**src/rtl/elevator_pkg.sv**
```systemverilog
// Shared elevator definitions: floor sizing, panel FSM states, door encoding.
package elevator_pkg;

  localparam int N_FLOORS = 8;
  localparam int FLOOR_W  = $clog2(N_FLOORS);

  localparam logic DOOR_OPEN   = 1'b1;
  localparam logic DOOR_CLOSED = 1'b0;

  typedef enum logic [1:0] {
    IDLE  = 2'd0,
    ISSUE = 2'd1,
    GAP   = 2'd2
  } panel_state_t;

endpackage

```
**src/rtl/elevator_call_panel_rr_arbiter.sv**
```systemverilog
// Combinational round-robin pick: first set req bit searching upward
// from ptr+1 with wrap, found on a doubled request vector.
module rr_arbiter #(
  parameter int  N = 8,
  localparam int W = (N > 1) ? $clog2(N) : 1
) (
  input  logic [N-1:0] req,
  input  logic [W-1:0] ptr,
  output logic [W-1:0] gnt_idx,
  output logic         gnt_valid
);

  logic [2*N-1:0] w_dbl;
  logic [N-1:0]   w_rot;
  logic [W:0]     w_start;
  logic [W:0]     w_off;
  logic [W+1:0]   w_sum;

  assign w_dbl = {req, req};

  always_comb begin
    w_start = (W+1)'(ptr) + (W+1)'(1);
    if (w_start >= (W+1)'(N))
      w_start = w_start - (W+1)'(N);
    w_rot     = N'(w_dbl >> w_start);
    gnt_valid = 1'b0;
    w_off     = '0;
    // descending scan so the lowest offset wins
    for (int k = N - 1; k >= 0; k--) begin
      if (w_rot[k]) begin
        gnt_valid = 1'b1;
        w_off     = (W+1)'(k);
      end
    end
    w_sum = (W+2)'(w_start) + (W+2)'(w_off);
    if (w_sum >= (W+2)'(N))
      w_sum = w_sum - (W+2)'(N);
    gnt_idx = w_sum[W-1:0];
  end

endmodule

```
**src/rtl/elevator_call_panel.sv**
```systemverilog
// Call panel: latches button presses as lamps, issues one ip strobe per call.
// Optional ELEVATOR_CALL_PANEL_DEBOUNCE_EN adds per-button level filters.
module elevator_call_panel #(
  parameter int  N_FLOORS        = elevator_pkg::N_FLOORS,
  parameter int  GAP_CYCLES      = 2,
  parameter int  DEBOUNCE_CYCLES = 4,
  localparam int FLOOR_W         = $clog2(N_FLOORS)
) (
  input  logic                clk,
  input  logic                rst,
  input  logic [N_FLOORS-1:0] btn,
  input  logic [FLOOR_W-1:0]  curr_floor,
  input  logic                door,
  output logic [FLOOR_W-1:0]  floor_no,
  output logic                ip,
  output logic [N_FLOORS-1:0] lamp,
  output logic                busy
);

  import elevator_pkg::*;

  localparam int GW = (GAP_CYCLES > 1) ? $clog2(GAP_CYCLES) : 1;

  logic [N_FLOORS-1:0] w_btn;

`ifdef ELEVATOR_CALL_PANEL_DEBOUNCE_EN
  localparam int DW = $clog2(DEBOUNCE_CYCLES + 1);

  logic [DW-1:0]       r_cnt [N_FLOORS];
  logic [N_FLOORS-1:0] r_filt;

  always_ff @(posedge clk) begin
    if (rst) begin
      r_filt <= '0;
      for (int i = 0; i < N_FLOORS; i++)
        r_cnt[i] <= '0;
    end else begin
      for (int i = 0; i < N_FLOORS; i++) begin
        if (btn[i] == r_filt[i]) begin
          r_cnt[i] <= '0;
        end else if (r_cnt[i] == DW'(DEBOUNCE_CYCLES - 1)) begin
          r_filt[i] <= btn[i];
          r_cnt[i]  <= '0;
        end else begin
          r_cnt[i] <= r_cnt[i] + 1'b1;
        end
      end
    end
  end

  assign w_btn = r_filt;
`else
  assign w_btn = btn;
`endif

  panel_state_t        r_state;
  logic [N_FLOORS-1:0] r_pend;
  logic [N_FLOORS-1:0] r_sent;
  logic [N_FLOORS-1:0] r_btn_q;
  logic [FLOOR_W-1:0]  r_ptr;
  logic [FLOOR_W-1:0]  r_floor_no;
  logic [GW-1:0]       r_gap;
  logic                r_door_q;
  logic                r_ip;

  logic [N_FLOORS-1:0] w_lamp;
  logic [N_FLOORS-1:0] w_cf_hot;
  logic [N_FLOORS-1:0] w_sel_hot;
  logic [N_FLOORS-1:0] w_at;
  logic [N_FLOORS-1:0] w_clr;
  logic [N_FLOORS-1:0] w_press;
  logic [N_FLOORS-1:0] w_req;
  logic [N_FLOORS-1:0] w_pend_nx;
  logic [N_FLOORS-1:0] w_sent_nx;
  logic [FLOOR_W-1:0]  w_gnt_idx;
  logic                w_gnt_valid;
  logic                w_svc;

  assign w_lamp    = r_pend | r_sent;
  assign w_cf_hot  = N_FLOORS'(1) << curr_floor;
  assign w_sel_hot = N_FLOORS'(1) << r_floor_no;
  assign w_svc     = (door == DOOR_OPEN) && (r_door_q == DOOR_CLOSED);
  assign w_clr     = w_svc ? w_cf_hot : '0;
  // an open door at this floor already answers the call
  assign w_at      = (door == DOOR_OPEN) ? w_cf_hot : '0;
  assign w_press   = w_btn & ~r_btn_q & ~w_lamp & ~w_at;
  assign w_req     = r_pend & ~w_clr;

  rr_arbiter #(.N(N_FLOORS)) u_arb (
    .req       (w_req),
    .ptr       (r_ptr),
    .gnt_idx   (w_gnt_idx),
    .gnt_valid (w_gnt_valid)
  );

  always_comb begin
    w_pend_nx = (r_pend | w_press) & ~w_clr;
    w_sent_nx = r_sent & ~w_clr;
    if (r_state == ISSUE) begin
      w_pend_nx = w_pend_nx & ~w_sel_hot;
      w_sent_nx = w_sent_nx | (w_sel_hot & ~w_clr);
    end
  end

  always_ff @(posedge clk) begin
    if (rst) begin
      r_state    <= IDLE;
      r_pend     <= '0;
      r_sent     <= '0;
      r_btn_q    <= '0;
      r_ptr      <= FLOOR_W'(N_FLOORS - 1);
      r_floor_no <= '0;
      r_gap      <= '0;
      r_door_q   <= DOOR_OPEN;
      r_ip       <= 1'b0;
    end else begin
      r_pend   <= w_pend_nx;
      r_sent   <= w_sent_nx;
      r_btn_q  <= w_btn;
      r_door_q <= door;
      unique case (r_state)
        IDLE: begin
          if (w_gnt_valid) begin
            r_floor_no <= w_gnt_idx;
            r_ip       <= 1'b1;
            r_state    <= ISSUE;
          end
        end
        ISSUE: begin
          r_ip  <= 1'b0;
          r_ptr <= r_floor_no;
          if (GAP_CYCLES == 0) begin
            r_state <= IDLE;
          end else begin
            r_gap   <= GW'(GAP_CYCLES - 1);
            r_state <= GAP;
          end
        end
        GAP: begin
          if (r_gap == '0) r_state <= IDLE;
          else             r_gap   <= r_gap - 1'b1;
        end
        default: r_state <= IDLE;
      endcase
    end
  end

  assign floor_no = r_floor_no;
  assign ip       = r_ip;
  assign lamp     = w_lamp;
  assign busy     = (|r_pend) || (r_state != IDLE);

endmodule

```
**config.mk**
```make
export PLATFORM = sky130hd
export DESIGN_NAME = elevator_call_panel
export DESIGN_NICKNAME = d
export VERILOG_FILES = /design/src/rtl/elevator_pkg.sv /design/src/rtl/elevator_call_panel_rr_arbiter.sv /design/src/rtl/elevator_call_panel.sv
export SDC_FILE = /design/constraint.sdc
export NUM_CORES = 1
export LEC_CHECK = 0
export CORE_MARGIN = 10
export CORE_UTILIZATION = 60
export DETAILED_ROUTE_END_ITERATION = 12
export GPL_TIMING_DRIVEN = 0
export PLACE_DENSITY = 0.85
export REMOVE_ABC_BUFFERS = 1
export SLEW_MARGIN = 20
export SYNTH_ARGS = -nofsm -noshare
export SYNTH_HDL_FRONTEND = slang
export SYNTH_SLANG_ARGS = --single-unit
```
**constraint.sdc**
```tcl
create_clock -name clk -period 9.15 [get_ports clk]
set_input_delay 1.3725 -clock clk [delete_from_list [all_inputs] [get_ports clk]]
set_output_delay 1.3725 -clock clk [all_outputs]
set_load 0.01 [all_outputs]
```
==> results.md, run 1 <==
* Outcome: finished, final reports clean
* Quantity of gates resized following cts at 0
* Clock slew at reported path FFs at 0.07 ns
* Worst Hold Path Cells at 2
* Site Rows at 22
* Post-synthesis sequential area ratio at 31.3%
* Post-CTS Repair Setup Buffers at 0
* I/O Pins at 27
* Path type of the worst setup path: input port to register
* I/O Buffers at 26
* Critical path launch point type: input port
* Worst stage delay on the critical path at 0.61 ns
* Sum of overflow across all layers after global routing at 0
* Post-Synth XOR/XNOR Area at 0.782%
* Pre-antenna DRT Iters at 7
* Capture point of the worst reg-to-reg path: floor_no[2]$_SDFFE_PP0P_
* Worst setup EP type: register
* Via count at 2234
* Overall die width at 81.1 um
* Drt drc at 0
* Summed negative setup slack over all endpoints at 0 ns
* Slew HR at 34.1%
* Number of design-rule violations left by the first detailed-router iteration at 292
* Clock Tree Buf Depth at 2
* TritonCTS clock tree: done
* Total CTS buffers at 5
* Max FO, Critical Path at 11
* Beginning of the worst hold path: r_ptr[1]$_SDFFE_PP1P_
* Mapped Avg Cell Area at 8.09 um^2
* Clock Root Buffer: sky130_fd_sc_hd__clkbuf_8
* Static leakage at 0.943 nW
* Vertical die dimension at 81.1 um
* Minimum clock period at 5.01 ns
* Worst R2R Setup Slack at 4.92 ns
* Dominant delay contributor by cell family on the critical path: compound AO/OA/AOI/OAI gates
* Count of H-tree levels built during CTS at 2
* Layout cells sized above 1 at 9.40%
* Setup violation total in the final timing report at 0
* Ys Warns at 0
* Fin Clk Skew at 0.0113 ns
* Required @ worst endpoint at 9.36 ns
* Die Footprint at 6580 um^2
* Pin count of the biggest net entering global routing at 34
* Area of the placeable core at 3630 um^2
* Global-route wire length before repair at 9.43 mm
* Final Routed Wirelength at 5.78 mm
* Gp weighted congestion at 0.903
* Final net count at 317
* Synth Instances at 277
* Async S/R FF share, synth at 0%
* Highest-count cells in the layout ignoring fill and taps: sky130_fd_sc_hd__nor2_1, sky130_fd_sc_hd__dfxtp_1, sky130_fd_sc_hd__clkdlybuf4s50_1, sky130_fd_sc_hd__nand2_1, sky130_fd_sc_hd__nor3_1
* Max-cap violations at 0
* Vias in the first global route at 2020
* Total power density per cell area at 333 nW/um^2
* Commonest register cell after synthesis: sky130_fd_sc_hd__dfxtp_1
* Post-synth design cell area at 2240 um^2
* Placed wire-length estimate at 4.25 mm
* Min-Delay Path Class: register to register
* Netlist cell types at 53
* Final-report max-slew violation count at 0
* Transition time at the pin with the least slew margin at 0.982 ns
* Number of buffers and inverters on the critical path at 2
* All-Layer GR Usage at 18.0%
* Share of the clock period used by the worst path after layout at 54.7%
* Antenna Violating Nets Remaining at 0
* Dominant combinational cell family by area after synthesis: simple AND/OR/NAND/NOR gates
* Clock sink count at 35
* Area share of and/or/nand/nor cells after synthesis at 29.2%
* Most prevalent standard cell on the critical path: sky130_fd_sc_hd__o32ai_1
* RSZ-0062 raised after global routing: false
* Data arrival at the endpoint of the critical path at 5.22 ns
* Post-route design area at 2580 um^2
* Average wire per cell in the routed design at 16.7 um
* Final Hold Violating Endpoints at 0
* Number of flops mapped to enable cells by yosys at 0
* Worst-case hold path end point: r_ptr[1]$_SDFFE_PP1P_
* VDD IR max at 0.213 mV
* Compound-Gate Fraction of Synth Area at 23.6%
* Post-DR vias/cell at 6.46
* Fraction of synthesized area in multiplexers at 7.71%
* Adder-Cell Fraction of Synth Area at 3.69%
* Growth of design area from synthesis to finish at 15.3%
* Total placed instance area at 2500 um^2
* Number of cells traversed by the worst register-to-register path at 13
* Crit path max-delay cell type: sky130_fd_sc_hd__clkdlybuf4s50_1
* Worst Hold Slack at 0.490 ns
* CP cell instances: clkdlybuf4s50_1 -> nand3b_1 -> o21ai_1 -> mux2i_1 -> o32ai_1 -> a2bb2oi_1 -> o32ai_1 -> o211ai_1 -> ha_1 -> inv_1 -> fa_1 -> a211oi_1
* Fmax at 200 MHz
* Initial antenna violation count at 0
* Clk_lat worst skew at 0.30 ns
* R2R Path Start: r_ptr[0]$_SDFFE_PP1P_
* Number of buffers inserted by hold repair at cts at 0
* Register bit count reported by yosys at 35
* Most frequent standard cell in the layout excluding fill and tap cells: sky130_fd_sc_hd__nor2_1
* Initial core utilization at 61.7%
* Antenna Cells at 0
==> worst max path at each step <==
stage               cells after the start          start  slack [ns]                       end
floorplan                              11  curr_floor[1]        5.10  floor_no[1]$_SDFFE_PP0P_
global placement                       12           door        3.96  floor_no[1]$_SDFFE_PP0P_
detailed placement                     12           door        3.92  floor_no[1]$_SDFFE_PP0P_
CTS                                    12           door        4.24  floor_no[1]$_SDFFE_PP0P_
global route                           12           door        3.94  floor_no[1]$_SDFFE_PP0P_
finish                                 12           door        4.14  floor_no[1]$_SDFFE_PP0P_
==> per-stage QoR <==
| stage | setup slack [ns] | cells | power (mW) | utilization, % |
|---|---|---|---|---|
| floorplan | 5.10 | 264 | 0.610 | - |
| global placement | 3.96 | 338 | 0.732 | 68.9 |
| detailed placement | 3.92 | 338 | 0.743 | 68.9 |
| CTS | 4.24 | 346 | 0.852 | 71.2 |
| global route | 3.94 | 346 | 0.922 | 71.1 |
| finish | 4.14 | 346 | 0.861 | 71.1 |
==> final cells by class <==
cell class	instances	area, um^2
sequential	35	701
timing repair buffer	26	255
inverter	7	26.3
tap	48	60.1
fill	312	1050
clock buffer	6	72.6
multi-input combinational	222	1460
clock inverter	2	12.5
==> tightest hold or removal path, delay by kind of cell, from the launching register on <==
family        cells  cell delay [ns]
simple gates      1             0.06
flops             1             0.34
mux               1             0.07
==> power breakdown <==
group | total, mW | internal [mW] | switching (mW)
sequential | 0.218 | 0.183 | 0.0348
combinational | 0.533 | 0.236 | 0.297
clock | 0.110 | 0.0531 | 0.0568
total | 0.861 | 0.472 | 0.388
==> per-layer routing <==
metal | routed length, um | vias up | global-route usage [%]
li1 | - | 1069 | -
met1 | 2500 | 1036 | 22.8
met2 | 2710 | 112 | 28.5
met3 | 473 | 17 | 5.08
met4 | 91 | 0 | 6.75
met5 | 0 | - | 0
==> cells by family after synthesis <==
kind of cell,count (synthesis)
adders and majority gates,6
DFF,35
AOI/OAI and AO/OA,72
muxes,13
buffers and inverters,20
and+or+nand+nor,129
xor gates and xnor gates,2
==> synthesized netlist by cell type, types with 9 or more instances <==
master | n | area share, %
sky130_fd_sc_hd__nand3_1 | 9 | 2.0
sky130_fd_sc_hd__nor2b_1 | 12 | 3.3
sky130_fd_sc_hd__o211ai_1 | 9 | 3.0
sky130_fd_sc_hd__clkbuf_1 | 10 | 1.7
sky130_fd_sc_hd__or2_2 | 9 | 2.5
sky130_fd_sc_hd__nor2_1 | 43 | 7.2
sky130_fd_sc_hd__nor4_1 | 9 | 2.5
sky130_fd_sc_hd__nand2_1 | 15 | 2.5
sky130_fd_sc_hd__nor3_1 | 15 | 3.3
sky130_fd_sc_hd__dfxtp_1 | 35 | 31
sky130_fd_sc_hd__a21oi_1 | 11 | 2.5
==> state kept, by name (all words and copies together) (netlist names) <==
signal / flops
r_state: 2
r_pend: 8
ip: 1
r_ptr: 3
r_door_q: 1
r_btn_q: 8
floor_no: 3
r_sent: 8
r_gap: 1
(Power assumes the default switching activity.)
==> run 2, diff against run 1 <==
--- a/config.mk
+++ b/config.mk
@@ -6,10 +6,10 @@
 export NUM_CORES = 1
 export LEC_CHECK = 0
 export CORE_MARGIN = 10
-export CORE_UTILIZATION = 60
+export CORE_UTILIZATION = 50
 export DETAILED_ROUTE_END_ITERATION = 12
 export GPL_TIMING_DRIVEN = 0
-export PLACE_DENSITY = 0.85
+export PLACE_DENSITY = 0.76
 export REMOVE_ABC_BUFFERS = 1
 export SLEW_MARGIN = 20
 export SYNTH_ARGS = -nofsm -noshare
==> constraint.sdc (replaced) <==
create_clock -name clk -period 4.4 [get_ports clk]
set_input_delay 0.66 -clock clk [delete_from_list [all_inputs] [get_ports clk]]
set_output_delay 0.66 -clock clk [all_outputs]
set_load 0.01 [all_outputs]
==> results.md, run 2 (synthesized netlist as in run 1, its figures left out) <==
* Clock group share of total power at 14.1% (+1.3 points)
* Transition time at the pin with the least slew margin at 1.00 ns (+0.0194 ns)
* Vertical die dimension at 86.9 um (+7.2%)
* Gp weighted congestion at 0.896 (-0.74%)
* Total CTS buffers at 5 (unchanged)
* Max FO, Critical Path at 12 (+1)
* Pre-antenna DRT Iters at 4 (-3)
* Switching component of the power at 0.815 mW (+110%)
* Initial core utilization at 51.5% (-10 points)
* Average wire per cell in the routed design at 16.7 um (about the same)
* Highest-count cells in the layout ignoring fill and taps: sky130_fd_sc_hd__nor2_1, sky130_fd_sc_hd__dfxtp_1, sky130_fd_sc_hd__clkdlybuf4s50_1, sky130_fd_sc_hd__nand2_1, sky130_fd_sc_hd__nor3_1
* All-Layer GR Usage at 15.7% (-2.3 points)
* R2R Path Start: r_ptr[0]$_SDFFE_PP1P_
* Max-cap violations at 0 (unchanged)
* Static leakage at 0.951 nW (+0.85%)
* Path type of the worst setup path: input port to register
* Placed wire-length estimate at 4.32 mm (+1.7%)
* Setup violation total in the final timing report at 0 (unchanged)
* Minimum clock period at 4.22 ns
* Worst setup path endpoint: floor_no[1]$_SDFFE_PP0P_
* Worst setup EP type: register
* Final Hold Violating Endpoints at 0 (unchanged)
* Via count at 2163 (-3.2%)
* Outcome: finished, final reports clean
* Fmax at 237 MHz
* Post-CTS Repair Setup Buffers at 0 (unchanged)
* Antenna Cells at 0 (unchanged)
* Register share of total power at 24.8% (-0.5 points)
* Layout cells sized above 1 at 11.1% (+1.7 points)
* Initial antenna violation count at 0 (unchanged)
* I/O Buffers at 26 (unchanged)
* Total power density per cell area at 701 nW/um^2 (+110%)
* Clock sink count at 35 (unchanged)
* Overall die width at 86.9 um (+7.2%)
* Most frequent standard cell in the layout excluding fill and tap cells: sky130_fd_sc_hd__nor2_1
* RSZ-0062 raised after global routing: false
* Clock Tree Buf Depth at 2 (unchanged)
* Internal at 1.02 mW (+120%)
* Fin Clk Skew at 0.00738 ns (-0.00396 ns)
* Summed negative setup slack over all endpoints at 0 ns (unchanged)
* Post-DR vias/cell at 6.18 (-4.3%)
* Critical path launch point type: input port
* Final net count at 317 (unchanged)
* Sum of overflow across all layers after global routing at 0 (unchanged)
* VDD IR max at 0.439 mV (+110%)
* Number of design-rule violations left by the first detailed-router iteration at 155 (-47%)
* Drt drc at 0 (unchanged)
* Placement Setup Slack at -0.199 ns (-4.12 ns)
* Final worst-path setup slack at 0.180 ns (-3.96 ns)
* Pin count of the biggest net entering global routing at 34 (unchanged)
* Capture point of the worst reg-to-reg path: floor_no[2]$_SDFFE_PP0P_
* Slew HR at 32.7% (-1.3 points)
* Clock Root Buffer: sky130_fd_sc_hd__clkbuf_8
* Worst R2R Setup Slack at 0.34 ns (-4.58 ns)
* Final Routed Wirelength at 5.84 mm (+1.1%)
* Regs by FF count: r_btn_q (8), r_pend (8), r_sent (8)
* Area of the placeable core at 4350 um^2 (+20%)
* Final-report max-slew violation count at 0 (unchanged)
* Site Rows at 24 (+9.1%)
* Switching part of the total at 44.3% (-0.83 points)
* Required @ worst endpoint at 4.59 ns (-4.77 ns)
* Min-Delay Path Class: register to register
* Relative contribution of combinational cells to total power at 61.1% (-0.8 points)
* Timing startpoint of the critical path: door
* I/O Pins at 27 (unchanged)
* Share of the clock period used by the worst path after layout at 95.9%
* Count of H-tree levels built during CTS at 2 (unchanged)
* Vias in the first global route at 2054 (+1.7%)
* Number of cells traversed by the worst register-to-register path at 12 (-1)
* Die Footprint at 7560 um^2 (+15%)
* Data arrival at the endpoint of the critical path at 4.41 ns (-0.81 ns)
* Antenna Violating Nets Remaining at 0 (unchanged)
* Clk_lat worst skew at 0.28 ns (-0.02 ns)
* Growth of design area from synthesis to finish at 17.1%
* Global-route wire length before repair at 9.89 mm (+4.9%)
* TritonCTS clock tree: done
* Clock slew at reported path FFs at 0.07 ns (about the same)
run 2: power groups by stage:
stage	Clock (mW)	Sequential, mW	Combinational, mW
after global placement	0	0.458	1.09
after floorplan	0	0.444	0.825
final	0.259	0.457	1.12
after detailed placement	0	0.461	1.09
after global routing	0.277	0.466	1.25
after CTS	0.263	0.454	1.10
run 2: stage by stage:
stage	std cells	util (%)	hold WS, ns	area [um^2]	power [mW]
floorplan	264	-	0.445	2180	1.27
global placement	342	57.6	0.473	2510	1.55
detailed placement	342	57.6	0.473	2510	1.55
CTS	350	60.0	0.494	2610	1.82
global route	350	60.3	0.533	2630	2.00
finish	350	60.3	0.497	2630	1.84
run 2: timing repair:
action                                  in CTS  in global routing
hold buffers                                 0                  0
endpoints found under the setup margin       0                  2
gates resized for setup                      0                  4
run 2: worst min path at each step:
stage / start / end / slack [ns] / cells past startpoint
after floorplan: r_ptr[1]$_SDFFE_PP1P_ / r_ptr[1]$_SDFFE_PP1P_ / 0.44 / 2
after detailed placement: r_ptr[1]$_SDFFE_PP1P_ / r_ptr[1]$_SDFFE_PP1P_ / 0.47 / 2
after CTS: r_ptr[1]$_SDFFE_PP1P_ / r_ptr[1]$_SDFFE_PP1P_ / 0.49 / 2
after global routing: r_sent[1]$_SDFF_PP0_ / r_sent[1]$_SDFF_PP0_ / 0.53 / 2
after global placement: r_ptr[1]$_SDFFE_PP1P_ / r_ptr[1]$_SDFFE_PP1P_ / 0.47 / 2
final: r_ptr[1]$_SDFFE_PP1P_ / r_ptr[1]$_SDFFE_PP1P_ / 0.50 / 2
run 2: layout make-up:
type	instances	area (um^2)
fill	387	1730
multi-input combinational	222	1470
sequential	35	701
timing repair buffer	26	255
clock buffer	7	96.3
tap	52	65.1
inverter	7	30.0
clock inverter	1	7.51
run 2: layer usage:
metal / part of all wire, % / track usage [%] / routed length, um / up-vias
met5: 0 / 0 / 0 / -
met4: 1.7 / 4.57 / 97 / 0
met1: 46 / 20.7 / 2690 / 1022
li1: - / - / - / 1068
met2: 46 / 24.1 / 2700 / 62
met3: 5.9 / 4.49 / 346 / 11
run 2: critical path, cell delays in order:
cell and delay, ns:
sky130_fd_sc_hd__clkdlybuf4s50_1 0.62, sky130_fd_sc_hd__or3b_1 0.58, sky130_fd_sc_hd__o21ai_1 0.38, sky130_fd_sc_hd__mux2i_1 0.29, sky130_fd_sc_hd__o32ai_2 0.37, sky130_fd_sc_hd__a2bb2oi_1 0.13
sky130_fd_sc_hd__o32ai_1 0.30, sky130_fd_sc_hd__o211ai_1 0.16, sky130_fd_sc_hd__ha_1 0.24, sky130_fd_sc_hd__inv_1 0.06, sky130_fd_sc_hd__fa_1 0.41, sky130_fd_sc_hd__a211oi_1 0.21
==> run 3, diff against run 2 <==
--- a/config.mk
+++ b/config.mk
@@ -8,8 +8,8 @@
 export CORE_MARGIN = 10
 export CORE_UTILIZATION = 50
 export DETAILED_ROUTE_END_ITERATION = 12
-export GPL_TIMING_DRIVEN = 0
 export PLACE_DENSITY = 0.76
+export RECOVER_POWER = 25
 export REMOVE_ABC_BUFFERS = 1
 export SLEW_MARGIN = 20
 export SYNTH_ARGS = -nofsm -noshare
==> results.md, run 3 (synthesized netlist as in run 1, its figures left out) <==
* Setup violation total in the final timing report at 0 (unchanged)
* Area used by sequential logic in the layout at 701 um^2 (unchanged)
* Max FO, Critical Path at 12 (unchanged)
* Capture point of the worst reg-to-reg path: floor_no[2]$_SDFFE_PP0P_
* Number of design-rule violations left by the first detailed-router iteration at 237 (+53%)
* Static leakage at 0.986 nW (+3.7%)
* Area of the placeable core at 4350 um^2 (unchanged)
* Switching part of the total at 44.8% (+0.51 points)
* # fillers at 383 (-1.0%)
* Fin Clk Skew at 0.00455 ns (-0.00283 ns)
* Transition time at the pin with the least slew margin at 0.774 ns (-0.228 ns)
* Final net count at 326 (+2.8%)
* Timing startpoint of the critical path: curr_floor[1]
* Site Rows at 24 (unchanged)
* Pre-antenna DRT Iters at 4 (unchanged)
* Sum of overflow across all layers after global routing at 0 (unchanged)
* Gp weighted congestion at 0.935 (+4.3%)
* Regs by FF count: r_btn_q (8), r_pend (8), r_sent (8)
* R2R Path Start: r_ptr[0]$_SDFFE_PP1P_
* Average wire per cell in the routed design at 16.9 um (+1.2%)
* Initial antenna violation count at 0 (unchanged)
* Final cell count without fillers at 359 (+2.6%)
* Min-Delay Path Class: register to register
* Die Footprint at 7560 um^2 (unchanged)
* Pin count of the biggest net entering global routing at 22 (-35%)
* Worst setup path endpoint: floor_no[2]$_SDFFE_PP0P_
* Drt drc at 0 (unchanged)
* Total power density per cell area at 693 nW/um^2 (-1.1%)
* Number of cells traversed by the worst register-to-register path at 13 (+1)
* Vias in the first global route at 2141 (+4.2%)
* Internal at 1.02 mW (-0.54%)
* Antenna Cells at 0 (unchanged)
* Count of H-tree levels built during CTS at 2 (unchanged)
* Overall die width at 86.9 um (unchanged)
* Path type of the worst setup path: input port to register
* Worst stage delay on the critical path at 0.63 ns (about the same)
* Final Hold Violating Endpoints at 0 (unchanged)
* Critical path launch point type: input port
* CP cell instances: dlygate4sd3_1 -> or3b_1 -> o21ai_2 -> mux2i_1 -> a221o_1 -> a21oi_1 -> o32ai_1 -> o211ai_1 -> ha_1 -> inv_1 -> fa_1 -> o32ai_1 -> a211oi_1
* Fmax at 248 MHz (+4.6%)
* Layout cells sized above 1 at 12.1% (+0.98 points)
* Max-cap violations at 0 (unchanged)
* Clock sink count at 35 (unchanged)
* Minimum clock period at 4.03 ns (-0.187 ns)
* Required @ worst endpoint at 4.57 ns (-0.02 ns)
* Data arrival at the endpoint of the critical path at 4.20 ns (-0.21 ns)
* Share of the clock period used by the worst path after layout at 91.7% (-4.3 points)
* Crit path max-delay cell type: sky130_fd_sc_hd__dlygate4sd3_1
* I/O Pins at 27 (unchanged)
* Summed negative setup slack over all endpoints at 0 ns (unchanged)
* Clock Root Buffer: sky130_fd_sc_hd__clkbuf_8
* Post-DR vias/cell at 6.18 (about the same)
* Placement Setup Slack at 0.207 ns (+0.406 ns)
* I/O Buffers at 26 (unchanged)
* Initial core utilization at 51.5% (unchanged)
* TritonCTS clock tree: done
* Switching component of the power at 0.827 mW (+1.5%)
* Register share of total power at 24.6% (-0.2 points)
* Quantity of gates resized following cts at 0 (unchanged)
* Total placed instance area at 2580 um^2 (+2.7%)
* Clk_lat worst skew at 0.29 ns (about the same)
* Clock slew at reported path FFs at 0.07 ns (about the same)
* Worst setup EP type: register
* Growth of design area from synthesis to finish at 18.9%
* Relative contribution of combinational cells to total power at 62.8% (+1.7 points)
* Final-report max-slew violation count at 0 (unchanged)
* Final Routed Wirelength at 6.06 mm (+3.8%)
* Placed Cells at 351 (+2.6%)
* Outcome: finished, final reports clean
* Total CTS buffers at 5 (unchanged)
* Final worst-path setup slack at 0.367 ns (+0.187 ns)
* All-Layer GR Usage at 16.8% (+1.1 points)
* Worst R2R Setup Slack at 0.83 ns (+0.49 ns)
* Most frequent standard cell in the layout excluding fill and tap cells: sky130_fd_sc_hd__nor2_1
* Number of buffers inserted by hold repair at cts at 0 (unchanged)
* Global-route wire length before repair at 10.4 mm (+5.2%)
* VDD IR max at 0.340 mV (-23%)
* Clock Tree Buf Depth at 2 (unchanged)
* Post-CTS Repair Setup Buffers at 0 (unchanged)
* Post-route design area at 2670 um^2 (+1.5%)
* Placed wire-length estimate at 4.62 mm (+6.9%)
* Most prevalent standard cell on the critical path: sky130_fd_sc_hd__o32ai_1
* Total area of multi-input combinational cells at 1460 um^2 (-0.94%)
* Highest-count cells in the layout ignoring fill and taps: sky130_fd_sc_hd__nor2_1, sky130_fd_sc_hd__dfxtp_1, sky130_fd_sc_hd__clkdlybuf4s50_1, sky130_fd_sc_hd__nand2_1, sky130_fd_sc_hd__nor3_1
* Antenna Violating Nets Remaining at 0 (unchanged)
* Vertical die dimension at 86.9 um (unchanged)
* Via count at 2217 (+2.5%)
* Slew HR at 48.2% (+15 points)
* Clock group share of total power at 12.6% (-1.5 points)
* RSZ-0062 raised after global routing: false
* Power consumption at 1.85 mW (+0.37%)
-- run 3: changes by cell type in the layout (fill, tap and decap cells not counted) --
cell / previous run / this run
sky130_fd_sc_hd__buf_4: 0 / 9
sky130_fd_sc_hd__dlygate4sd3_1: 0 / 3
sky130_fd_sc_hd__clkbuf_8: 7 / 5
sky130_fd_sc_hd__clkdlybuf4s50_1: 25 / 23
sky130_fd_sc_hd__buf_2: 1 / 0
sky130_fd_sc_hd__clkinv_2: 0 / 1
sky130_fd_sc_hd__ha_1: 4 / 5
sky130_fd_sc_hd__ha_2: 1 / 0
sky130_fd_sc_hd__inv_1: 5 / 6
sky130_fd_sc_hd__o21ai_1: 4 / 5
sky130_fd_sc_hd__o21ai_2: 2 / 1
sky130_fd_sc_hd__o32ai_1: 2 / 3
sky130_fd_sc_hd__o32ai_2: 1 / 0
-- run 3: layout make-up --
type,count,area share [%]
clock buffers,5,2.58
clock inverters,3,0.751
inverters,7,0.986
multi-input cells,222,54.6
flip-flops and latches,35,26.3
well taps,52,2.44
repair buffers,35,12.3
-- run 3: power groups by stage --
stage	logic (mW)	registers (mW)	clock network, mW
2_1_floorplan	0.825	0.444	0
3_3_place_gp	1.14	0.459	0
3_5_place_dp	1.15	0.461	0
4_1_cts	1.16	0.454	0.232
5_1_grt	1.28	0.463	0.249
6_report	1.16	0.455	0.233
-- run 3: worst min-delay path by stage --
| stage | start | to | depth (start not counted) |
|---|---|---|---|
| final | ip$_SDFFE_PP0P_ | ip$_SDFFE_PP0P_ | 1 |
| after global routing | r_ptr[1]$_SDFFE_PP1P_ | r_ptr[1]$_SDFFE_PP1P_ | 2 |
| after CTS | ip$_SDFFE_PP0P_ | ip$_SDFFE_PP0P_ | 1 |
| after detailed placement | r_ptr[1]$_SDFFE_PP1P_ | r_ptr[1]$_SDFFE_PP1P_ | 2 |
| after global placement | r_ptr[1]$_SDFFE_PP1P_ | r_ptr[1]$_SDFFE_PP1P_ | 2 |
| after floorplan | r_ptr[1]$_SDFFE_PP1P_ | r_ptr[1]$_SDFFE_PP1P_ | 2 |
-- run 3: metrics by stage --
step	utilization (%)	hold WS, ns
after floorplan	-	0.445
after global placement	59.2	0.470
after detailed placement	59.2	0.486
after CTS	61.2	0.505
after global routing	61.2	0.521
final	61.2	0.496
-- run 3: critical path: cells and delay by family --
kind	cells	cell delay, ns
and+or+nand+nor	1	0.62
adders and majority gates	2	0.55
AOI/OAI and AO/OA	7	1.46
buffers and inverters	2	0.67
muxes	1	0.23
-- run 3: layer usage --
metal | global-route usage (%) | up-vias | part of all wire [%]
met5 | 0 | - | 0
met1 | 22.5 | 1032 | 46
li1 | - | 1089 | -
met2 | 25.5 | 82 | 46
met3 | 2.72 | 14 | 5.7
met4 | 7.95 | 0 | 2.6
